File: src/rtl/imem_loader_pkg.sv
// Shared constants for the instruction-memory loader: FSM state encoding,
// stream framing sizes and the helper that decodes the "session active" states.
package loader_pkg;

  localparam logic [2:0] ST_IDLE   = 3'd0;
  localparam logic [2:0] ST_LEN_LO = 3'd1;
  localparam logic [2:0] ST_LEN_HI = 3'd2;
  localparam logic [2:0] ST_DATA   = 3'd3;
  localparam logic [2:0] ST_DONE   = 3'd4;
  localparam logic [2:0] ST_ERR    = 3'd5;

  localparam int LEN_BYTES      = 2;
  localparam int LEN_W          = LEN_BYTES * 8;
  localparam int BYTES_PER_WORD = 4;
  localparam int LANE_W         = $clog2(BYTES_PER_WORD);

  // The loader consumes bytes exactly while a session is in progress.
  function automatic logic state_busy(input logic [2:0] st);
    return (st == ST_LEN_LO) || (st == ST_LEN_HI) || (st == ST_DATA);
  endfunction

endpackage

File: src/rtl/imem_loader_word_assembler.sv
// Packs accepted bytes little-endian into a 32-bit word and flags the byte
// that completes it; next_word already includes that completing byte.
module word_assembler
  import loader_pkg::*;
(
  input  logic        clk,
  input  logic        rst_n,
  input  logic        clear,
  input  logic        byte_valid,
  input  logic [7:0]  byte_in,
  output logic [31:0] next_word,
  output logic        word_done
);

  logic [LANE_W-1:0]                 byte_cnt;
  logic [BYTES_PER_WORD-1:0][7:0]    lanes;
  logic [BYTES_PER_WORD-1:0][7:0]    merged;

  always_comb begin
    merged           = lanes;
    merged[byte_cnt] = byte_in;
  end

  assign next_word = merged;
  assign word_done = byte_valid && (byte_cnt == LANE_W'(BYTES_PER_WORD - 1));

  always_ff @(posedge clk or negedge rst_n) begin
    if (!rst_n) begin
      byte_cnt <= '0;
      lanes    <= '0;
    end else if (clear) begin
      byte_cnt <= '0;
      lanes    <= '0;
    end else if (byte_valid) begin
      byte_cnt <= byte_cnt + 1'b1;
      lanes    <= merged;
    end
  end

endmodule

File: src/rtl/imem_loader.sv
// Boot loader: parses a length-prefixed byte stream, writes words into the
// instruction memory and keeps the core in reset until a full image is in.
module imem_loader
  import loader_pkg::*;
#(
  parameter int DEPTH  = 64,
  parameter int ADDR_W = 6
) (
  input  logic              clk,
  input  logic              rst_n,
  input  logic              start,
  input  logic              rx_valid,
  input  logic [7:0]        rx_data,
  output logic              rx_ready,
  output logic              mem_we,
  output logic [ADDR_W-1:0] mem_waddr,
  output logic [31:0]       mem_wdata,
  output logic              busy,
  output logic              done,
  output logic              error,
  output logic              cpu_hold,
  output logic [15:0]       words_loaded
);

  logic [2:0]       state;
  logic [7:0]       len_lo;
  logic [LEN_W-1:0] len;
  logic [LEN_W-1:0] len_n;
  logic             accept;
  logic             start_go;
  logic             data_byte;
  logic             word_done;
  logic [31:0]      next_word;

  assign rx_ready = state_busy(state);
  assign busy     = state_busy(state);
  assign done     = (state == ST_DONE);
  assign error    = (state == ST_ERR);
  assign cpu_hold = (state != ST_DONE);

  // start is only honoured outside a session, where rx_ready is low, so a
  // start and a byte accept can never land on the same edge.
  assign accept    = rx_valid && rx_ready;
  assign start_go  = start && !rx_ready;
  assign data_byte = accept && (state == ST_DATA);
  assign len_n     = {rx_data, len_lo};

  word_assembler u_asm (
    .clk        (clk),
    .rst_n      (rst_n),
    .clear      (start_go),
    .byte_valid (data_byte),
    .byte_in    (rx_data),
    .next_word  (next_word),
    .word_done  (word_done)
  );

  always_ff @(posedge clk or negedge rst_n) begin
    if (!rst_n) begin
      state        <= ST_IDLE;
      len_lo       <= '0;
      len          <= '0;
      mem_we       <= 1'b0;
      mem_waddr    <= '0;
      mem_wdata    <= '0;
      words_loaded <= '0;
    end else begin
      mem_we <= 1'b0;
      if (start_go) begin
        state        <= ST_LEN_LO;
        len_lo       <= '0;
        len          <= '0;
        words_loaded <= '0;
      end else if (accept) begin
        case (state)
          ST_LEN_LO: begin
            len_lo <= rx_data;
            state  <= ST_LEN_HI;
          end
          ST_LEN_HI: begin
            len <= len_n;
            if (len_n == '0)
              state <= ST_DONE;
            else if (len_n > LEN_W'(DEPTH))
              state <= ST_ERR;
            else
              state <= ST_DATA;
          end
          ST_DATA: begin
            // words_loaded doubles as the word index; it never exceeds DEPTH.
            if (word_done) begin
              mem_we       <= 1'b1;
              mem_waddr    <= words_loaded[ADDR_W-1:0];
              mem_wdata    <= next_word;
              words_loaded <= words_loaded + 16'd1;
              if (words_loaded == len - 16'd1)
                state <= ST_DONE;
            end
          end
          default: ;
        endcase
      end
    end
  end

endmodule

File: config.mk
export PLATFORM = sky130hd
export DESIGN_NAME = imem_loader
export DESIGN_NICKNAME = d
export VERILOG_FILES = /design/src/rtl/imem_loader_pkg.sv /design/src/rtl/imem_loader_word_assembler.sv /design/src/rtl/imem_loader.sv
export SDC_FILE = /design/constraint.sdc
export NUM_CORES = 1
export LEC_CHECK = 0
export CAP_MARGIN = 20
export CELL_PAD_IN_SITES_DETAIL_PLACEMENT = 0
export CELL_PAD_IN_SITES_GLOBAL_PLACEMENT = 1
export CORE_ASPECT_RATIO = 1.2
export CORE_MARGIN = 2
export CORE_UTILIZATION = 45
export DETAILED_ROUTE_END_ITERATION = 10
export PLACE_DENSITY = 0.85
export SYNTH_ARGS = -nofsm -noshare
export SYNTH_HDL_FRONTEND = slang
export SYNTH_SLANG_ARGS = --single-unit
File: constraint.sdc
create_clock -name clk -period 4.8 [get_ports clk]
set_input_delay 0.96 -clock clk [delete_from_list [all_inputs] [get_ports clk]]
set_output_delay 0.96 -clock clk [all_outputs]
set_load 0.01 [all_outputs]
# Word-level counts from Yosys, hierarchy flattened
# Cells that the tools add are included.
[classes]
add_sub_neg = 3
order_cmp = 3
eq_ne = 10
mux = 28
bitwise_logic = 1
n_reduce_logical = 21
[op_table]
columns = ["op", "count"]
rows = [
  ["$mux W16", 7],
  ["$mux W32", 2],
  ["$bwmux W32", 1],
  ["$mux W8", 4],
  ["$mux W3", 6],
  ["$add A16 B1 Y16 const B", 1],
  ["$demux W8 S2", 1],
  ["$eq A16 B16 Y1", 1],
  ["$gt A16 B7 Y1 const B", 1],
  ["$logic_not A16 Y1", 1],
  ["$sub A16 B1 Y16 const B", 1],
  ["$reduce_bool A2 Y1", 6],
  ["$pmux W3 S3", 1],
  ["$reduce_and A4 Y1", 2],
  ["$eq A3 B2 Y1 const B", 2],
  ["$eq A3 B3 Y1 const B", 2],
  ["$ne A3 B2 Y1 const B", 2],
  ["$logic_and A1 B1 Y1", 5],
  ["$mux W1", 4],
  ["$mux W2", 2],
  ["$reduce_and A2 Y1", 2],
  ["$reduce_bool A4 Y1", 1],
  ["$eq A3 B1 Y1 const B", 1],
  ["$lt A2 B3 Y1 const B", 1],
  ["8 further kinds", 9],
]
[totals]
reg_bits = 116
wordCells = 78

# Longest topological paths before layout
# Gate-level depths: netlist of the first run.
[logic_depth]
word_depth = 10
depth_mapped = 10

# Hierarchy
# From an unflattened synthesis of the first run, not the netlist that was laid out.
[hier_totals]
hier_cells = 635
area_unflattened_um2 = 5984.5
[by_module_without_submodules]
columns = ["mod", "instances", "cells_per_inst", "area_per_inst_um2", "seq_area_each_um2"]
rows = [
  ["imem_loader", 1, 473, 4018.9, 2052.0],
  ["word_assembler", 1, 162, 1965.6, 850.8],
]

# Worst setup path after synthesis of the first run
# Ideal clock, no wire load.
[synth_path]
path_kind = "input-to-reg"
start = "input rx_valid"
end = "register words_loaded[11]"
setup_ps = 130
arrival_ps = 2368
setup_slack_ps = 2302
stages = 10
n_path_buf = 2
cell_sequence = "and4b_1 buf_2 nand2_1 inv_2 nand4_2 or2_1 clkbuf_1 nor3_1 xnor2_1 nor2_1"
[synth_between]
elab_chain_cells = 5
elab_cells_between_ends = 6
classes_between = "6 x reduce/logical"
[synth_rtl]
columns = ["element", "line", "source"]
rows = [
  ["start, declared", "imem_loader.sv:12", "input logic rx_valid,"],
  ["$logic_and A1 B1 Y1 (*)", "imem_loader.sv:43", "assign accept = rx_valid && rx_ready;"],
  ["$logic_and A1 B1 Y1", "imem_loader.sv:45", "assign data_byte = accept && (state == ST_DATA);"],
  ["$logic_and A1 B1 Y1", "imem_loader_word_assembler.sv:25", "assign word_done = byte_valid && (byte_cnt == LANE_W'(BYTES_PER_WORD - 1));"],
  ["$reduce_bool A2 Y1 (no source line)", "--", ""],
  ["$reduce_and A3 Y1 (no source line) (*)", "--", ""],
  ["end signal, assigned", "imem_loader.sv:95", "words_loaded <= words_loaded + 16'd1;"],
  ["end, declared", "imem_loader.sv:22", "output logic [15:0] words_loaded"],
]
# Every way passes the cells marked *; elsewhere a longest branch is shown, timed or not.
# A chain may end at the register's enable or synchronous reset.

# Worst setup path after layout of the first run
[layout_path]
start = "input rx_valid"
end = "register words_loaded[14]"
# Same word-level chain as after synthesis.

==> results.toml, run 1 <==
[sta]
setup_viol_count_final = 0
fmax_mhz = 324
report.final.slew_viol_count = 0
rsz0062_at_grt = "false"
period_minus_slack_ns = 3.09
fin_crit_sh_pct = 64.3
hold_violations = 0
maxSlewHeadroom_pct = 34.9
worst_pin_slew_ns = 0.973
fin_skew_ns = 0.00716
finalSetupTns_ns = 0

[placement]
place_congestion = 0.829
port_buffers = 71
dp_hpwl_um = 8480
dpl_cell_area_sq_mm = 0.00598
dp_cells = 739

[global_routing]
grt_pass1_wl_um = 20700
grt-ovfl-total = 0
antenna_found_initial = 0
first_global_vias = 4142
grt_max_degree = 78
grt_util_all_layers_pct = 21.2

[job]
drv_cap = 0

[drt]
via_per_inst = 5.37
drt_iter0_markers = 247
vias = 4056
route.detailed.drc = 0
postRouteAntennaNets = 0
first_pass_iters = 5
post_drt_wl_per_cell_um = 16.2
drt-total-wl_um = 12300

[synth]
synth-seq-cells = 108
yosys_most_used_dff = "dfrtp_1"
synth_cell_types = 53
ys_seq_area_share_pct = 51.8
syn_area_per_cell_sq_um = 9.48
syn-num-nets = 568
ys_warn_count = 0
synthCells = 550
synth_area_sq_mm = 0.00522
synth_edf_count = 0
ys_async_sr_fraction_pct = 100

[worst_setup_path]
cp-end-kind = "flip-flop"
critPathKind = "in -> reg"
cp_max_fo = 21
cp_data_arrival_time_ns = 3.35
cp-start-kind = "input pin"
required_ns = 5.07

[clock_network]
cts-resized-gates = 0
clock_sinks = 108
cts_buffers = 9
clockBufferDepth = 2
postCtsSetupRepairBufs = 0
clk_pin_slew_ns = 0.07
insertion_delay_ns = 0.34
h-tree-depth = 3
clock-root-buffer = "clkbuf_16"
tritoncts = "done"
hold_buffers = 0

[power_and_ir_drop]
total_power_w = 0.00303
power.share.clock_pct = 26.1
p_seq_share_pct = 44.9
p_sw_share_pct = 29.8
pwr-share-comb_pct = 29.1
power_switching_w = 0.000904
powerDensity_mw_per_mm2 = 481
p_leak_nw = 2.79
ir_worst_vdd_mv = 0.257
p_int_w = 0.00212

[final_layout]
drive_gt1_share_pct = 5.35
final_cells = 755
mostFrequentLayoutCells = "127 x nand2_1, 108 x dfrtp_1, 70 x clkdlybuf4s50_1"
final_common_cell = "nand2_1"
diodes = 0
design_area_sq_mm = 0.00629
area_growth_pct = 20.7
nets = 611

[die]
rows = 43
die_x_um = 102
core_area_sq_mm = 0.0114
start_util_pct = 45.7
io_pins = 72
die_area_sq_mm = 0.0125
die_h_um = 122

[hold_path]
hold_class = "reg -> reg"

[outcome]
outcome = "finished, final reports clean"
-- cell type report --
type,instances,area (sq um)
fill,1059,5110
sequential,108,2700
multi-input combinational,390,2300
timing repair buffer,75,738
clock buffer,11,243
tap,157,196
clock inverter,5,75.1
inverter,9,33.8
-- layer usage --
layer / part of all wire, % / GRT usage, % / wire length, um / vias up
met5: 0 / 0 / 0 / -
met4: 0.63 / 8.25 / 77 / 0
met3: 4.1 / 2.70 / 499 / 7
met2: 51 / 34.5 / 6260 / 92
met1: 44 / 28.8 / 5420 / 2018
li1: - / - / - / 1939
-- through the flow --
| stage | hold slack (ns) | setup slack [ns] | utilization [%] |
|---|---|---|---|
| 4_1_cts | 0.483 | 1.71 | 55.2 |
| 5_1_grt | 0.511 | 1.49 | 55.2 |
| 2_1_floorplan | 0.465 | 2.30 | - |
| 3_3_place_gp | 0.462 | 1.43 | 52.4 |
| 3_5_place_dp | 0.466 | 1.36 | 52.4 |
| 6_report | 0.475 | 1.71 | 55.2 |
-- worst max-delay path, cell delays in order --
cell and delay [ns]:
clkdlybuf4s50_1 0.51, and4b_1 0.49, nand2_2 0.11, inv_2 0.27
nand3_1 0.16, or2_2 0.36, or3_1 0.35, a21oi_1 0.14
-- synth_stat cells (2+ instances only) --
master | count | area, sq um
xor2_1 | 10 | 87.6
nand3b_1 | 3 | 22.5
nor4b_1 | 3 | 26.3
and2_1 | 4 | 25.0
a22o_1 | 25 | 219
o22ai_1 | 2 | 12.5
buf_4 | 2 | 15.0
clkbuf_1 | 33 | 124
dfrtp_1 | 108 | 2700
buf_1 | 5 | 18.8
mux2_2 | 2 | 22.5
nand3_1 | 8 | 40.0
or2_2 | 2 | 12.5
a21oi_1 | 32 | 160
xnor2_1 | 18 | 158
ha_1 | 6 | 75.1
nand2_1 | 128 | 480
or3_1 | 7 | 43.8
nor2_1 | 27 | 101
o21ai_0 | 39 | 195
and3b_1 | 2 | 17.5
and3_1 | 2 | 12.5
nor4_1 | 3 | 18.8
nor2b_1 | 4 | 25.0
nand4_1 | 4 | 25.0
nor3_1 | 9 | 45.0
nand2b_1 | 4 | 25.0
mux2i_1 | 26 | 260
inv_1 | 8 | 30.0
-- worst paths after layout --
kind | startpoint | end | slack [ns] | depth (start not counted)
worst max-delay path | rx_valid | words_loaded[14] | 1.71 | 8
worst min-delay path | mem_waddr[5] | mem_waddr[5] | 0.48 | 2
worst max register to register | len[0] | state[1] | 2.03 | 9
worst min register to register | mem_waddr[5] | mem_waddr[5] | 0.48 | 2
max in group asynchronous | rst_n | mem_wdata[16] | 3.05 | 2
min in group asynchronous | rst_n | mem_waddr[2] | 0.76 | 1
-- power by group through the flow --
stage	Combinational, W	Sequential, W	Clock, W
after floorplan	0.000397	0.00139	0
after global placement	0.000869	0.00136	0
after detailed placement	0.000890	0.00137	0
after CTS	0.000893	0.00136	0.000808
after global routing	0.000968	0.00139	0.000848
final	0.000880	0.00136	0.000789
-- cells by family after synthesis --
logic type                 share of synthesized area [%]
muxes                                               5.42
buffers and inverters                               4.08
and+or+nand+nor                                     19.7
xor gates and xnor gates                            4.70
DFF                                                 51.8
adders and majority gates                           1.44
AOI/OAI and AO/OA                                   12.8
-- registers in the layout, indices dropped and copies added, names as in the netlist --
| name | cells |
|---|---|
| mem_wdata | 32 |
| u_asm.lanes | 24 |
| len | 16 |
| words_loaded | 16 |
| len_lo | 8 |
| mem_waddr | 6 |
| state | 3 |
| u_asm.byte_cnt | 2 |
| mem_we | 1 |
Power figures use the tool's default switching activity.
==> run 2: changes to the inputs <==
Settings changed: CORE_UTILIZATION 45 to 42, PLACE_DENSITY 0.85 to 0.81.
Clock period 4.8 ns to 2.95 ns, I/O delays scaled along.
==> run 2 against run 1 <==
Non-clock buffer count up 17. Via count increased by 0.81%. Setup slack got worse by 1.3 ns. Core utilization is 2.0 points lower. Sequential cell count stayed put. Global-route usage is 1.8 points lower. Wire length shrank 0.17%. Die area grew 6.9%. Hold slack lost 0.19 ns. Count of clock-buffer cells in the layout decreased by 2. Final cell count up 2.6%. Clock skew rose by 0.0016 ns. Largest cell class unchanged. Largest power group unchanged.
==> results.toml, run 2 (synthesis gave the netlist of run 1 again) <==
[final_layout]
drive_gt1_share_pct = 7.98
final_common_cell = "nand2_1"
largest_reg_flops = 32
top_register = "mem_wdata"
reg.largest.list = "mem_wdata (32), u_asm.lanes (24)"
mostFrequentLayoutCells = "127 x nand2_1, 108 x dfrtp_1, 70 x clkdlybuf4s50_1"
area_growth_pct = 23.4
diodes = 0
nets = 628

[sta]
setup_viol_count_final = 0
fmax_mhz = 394
rsz0062_at_grt = "false"
worst_pin_slew_ns = 0.708
report.final.slew_viol_count = 0
fin_crit_sh_pct = 85.9
maxSlewHeadroom_pct = 52.8
fin_skew_ns = 0.00871
finalSetupTns_ns = 0
period_minus_slack_ns = 2.53
hold_ws_ns = 0.286
hold_violations = 0

[worst_setup_path]
critPathKind = "reg -> reg"
crit_slowest_cell = "or4b_4"
cp-start-kind = "flip-flop"
cp_max_fo = 6
required_ns = 3.17
cp_cell_sequence = "inv_1 > ha_1 > or4b_4 > nor4_4 > mux2i_1 > mux2i_1 > a22oi_1 > nor4_2 > o21ai_0"
timing.critical_path.buf_inv = 1
cpLargestDelayFamily = "simple AND/OR/NAND/NOR gates"
cpMostUsedCell = "mux2i_1"
cp-end-kind = "flip-flop"
max_stage_delay_ns = 0.52
cp_data_arrival_time_ns = 2.76

[clock_network]
h-tree-depth = 3
clock_sinks = 108
tritoncts = "done"
postCtsSetupRepairBufs = 0
hold_buffers = 0
clockBufferDepth = 2
cts_buffers = 9
cts-resized-gates = 0
clk_pin_slew_ns = 0.07
insertion_delay_ns = 0.35
clock-root-buffer = "clkbuf_16"

[drt]
wl_met1_um = 5470
vias = 4089
via_per_inst = 5.28
routed.top_layer = "met4"
post_drt_wl_per_cell_um = 15.8
route.detailed.drc = 0
wl_met3_um = 431
postRouteAntennaNets = 0
drt-total-wl_um = 12200
dr_wl_met2_um = 6020
drt_iter0_markers = 230
first_pass_iters = 4

[die]
io_pins = 72
die_x_um = 106
die_h_um = 126
rows = 44
die_area_sq_mm = 0.0133
core_area_sq_mm = 0.0121
start_util_pct = 43.1

[global_routing]
grt-ovfl-total = 0
grt_max_degree = 64
grt_util_all_layers_pct = 19.4
antenna_found_initial = 0
first_global_vias = 4202
grt_pass1_wl_um = 20700

[placement]
dp_hpwl_um = 8730
port_buffers = 71
place_congestion = 0.869

[power_and_ir_drop]
ir_worst_vdd_mv = 0.412
p_leak_nw = 2.86
powerDensity_mw_per_mm2 = 768

[outcome]
outcome = "finished, final reports clean"

[job]
drv_cap = 0

[hold_path]
hold_class = "in -> async"
-- run 2: cell types whose count changed in the layout (fill, tap and decap cells not counted), sizes merged --
cell,before,now
clkbuf,11,9
buf,5,22
clkinvlp,0,1
-- run 2: final cells by class --
class                           instances  area, sq um
Timing Repair Buffer                   92          878
Tap cell                              161          201
Clock inverter                          6         90.1
Clock buffer                            9          225
Fill cell                            1105         5680
Sequential cell                       108         2700
Multi-Input combinational cell        390         2300
Inverter                                9         33.8
-- run 2: where the power goes --
part	internal [W]	switching, W
clock	0.000741	0.000539
combinational	0.000803	0.000652
sequential	0.00191	0.000301
-- run 2: routing by layer --
| metal | global-route usage [%] | vias to the layer above |
|---|---|---|
| met3 | 3.73 | 20 |
| met2 | 31.7 | 83 |
| met5 | 0 | - |
| li1 | - | 1983 |
| met4 | 7.51 | 0 |
| met1 | 25.6 | 2003 |
-- run 2: worst paths after layout --
| kind | slack [ns] | endpoint | cells past startpoint | from |
|---|---|---|---|---|
| max | 0.42 | state[0] | 9 | len[0] |
| min | 0.29 | mem_waddr[3] | 1 | rst_n |
| max reg2reg | 0.42 | state[0] | 9 | len[0] |
| min reg2reg | 0.48 | mem_waddr[4] | 2 | mem_waddr[4] |
| max in group asynchronous | 1.86 | u_asm.lanes[2] | 2 | rst_n |
| min in group clk | 0.48 | mem_waddr[4] | 2 | mem_waddr[4] |
-- run 2: through the flow --
| step | setup WS, ns | utilization [%] | std cells | instance area (sq um) | power (W) |
|---|---|---|---|---|---|
| finish | 0.415 | 53.1 | 775 | 6440 | 0.00494 |
| global placement | 0.220 | 50.5 | 760 | 6120 | 0.00365 |
| CTS | 0.401 | 53.1 | 775 | 6440 | 0.00499 |
| detailed placement | 0.123 | 50.5 | 760 | 6120 | 0.00370 |
| floorplan | 0.661 | - | 550 | 5220 | 0.00291 |
| global route | 0.161 | 53.1 | 775 | 6440 | 0.00524 |
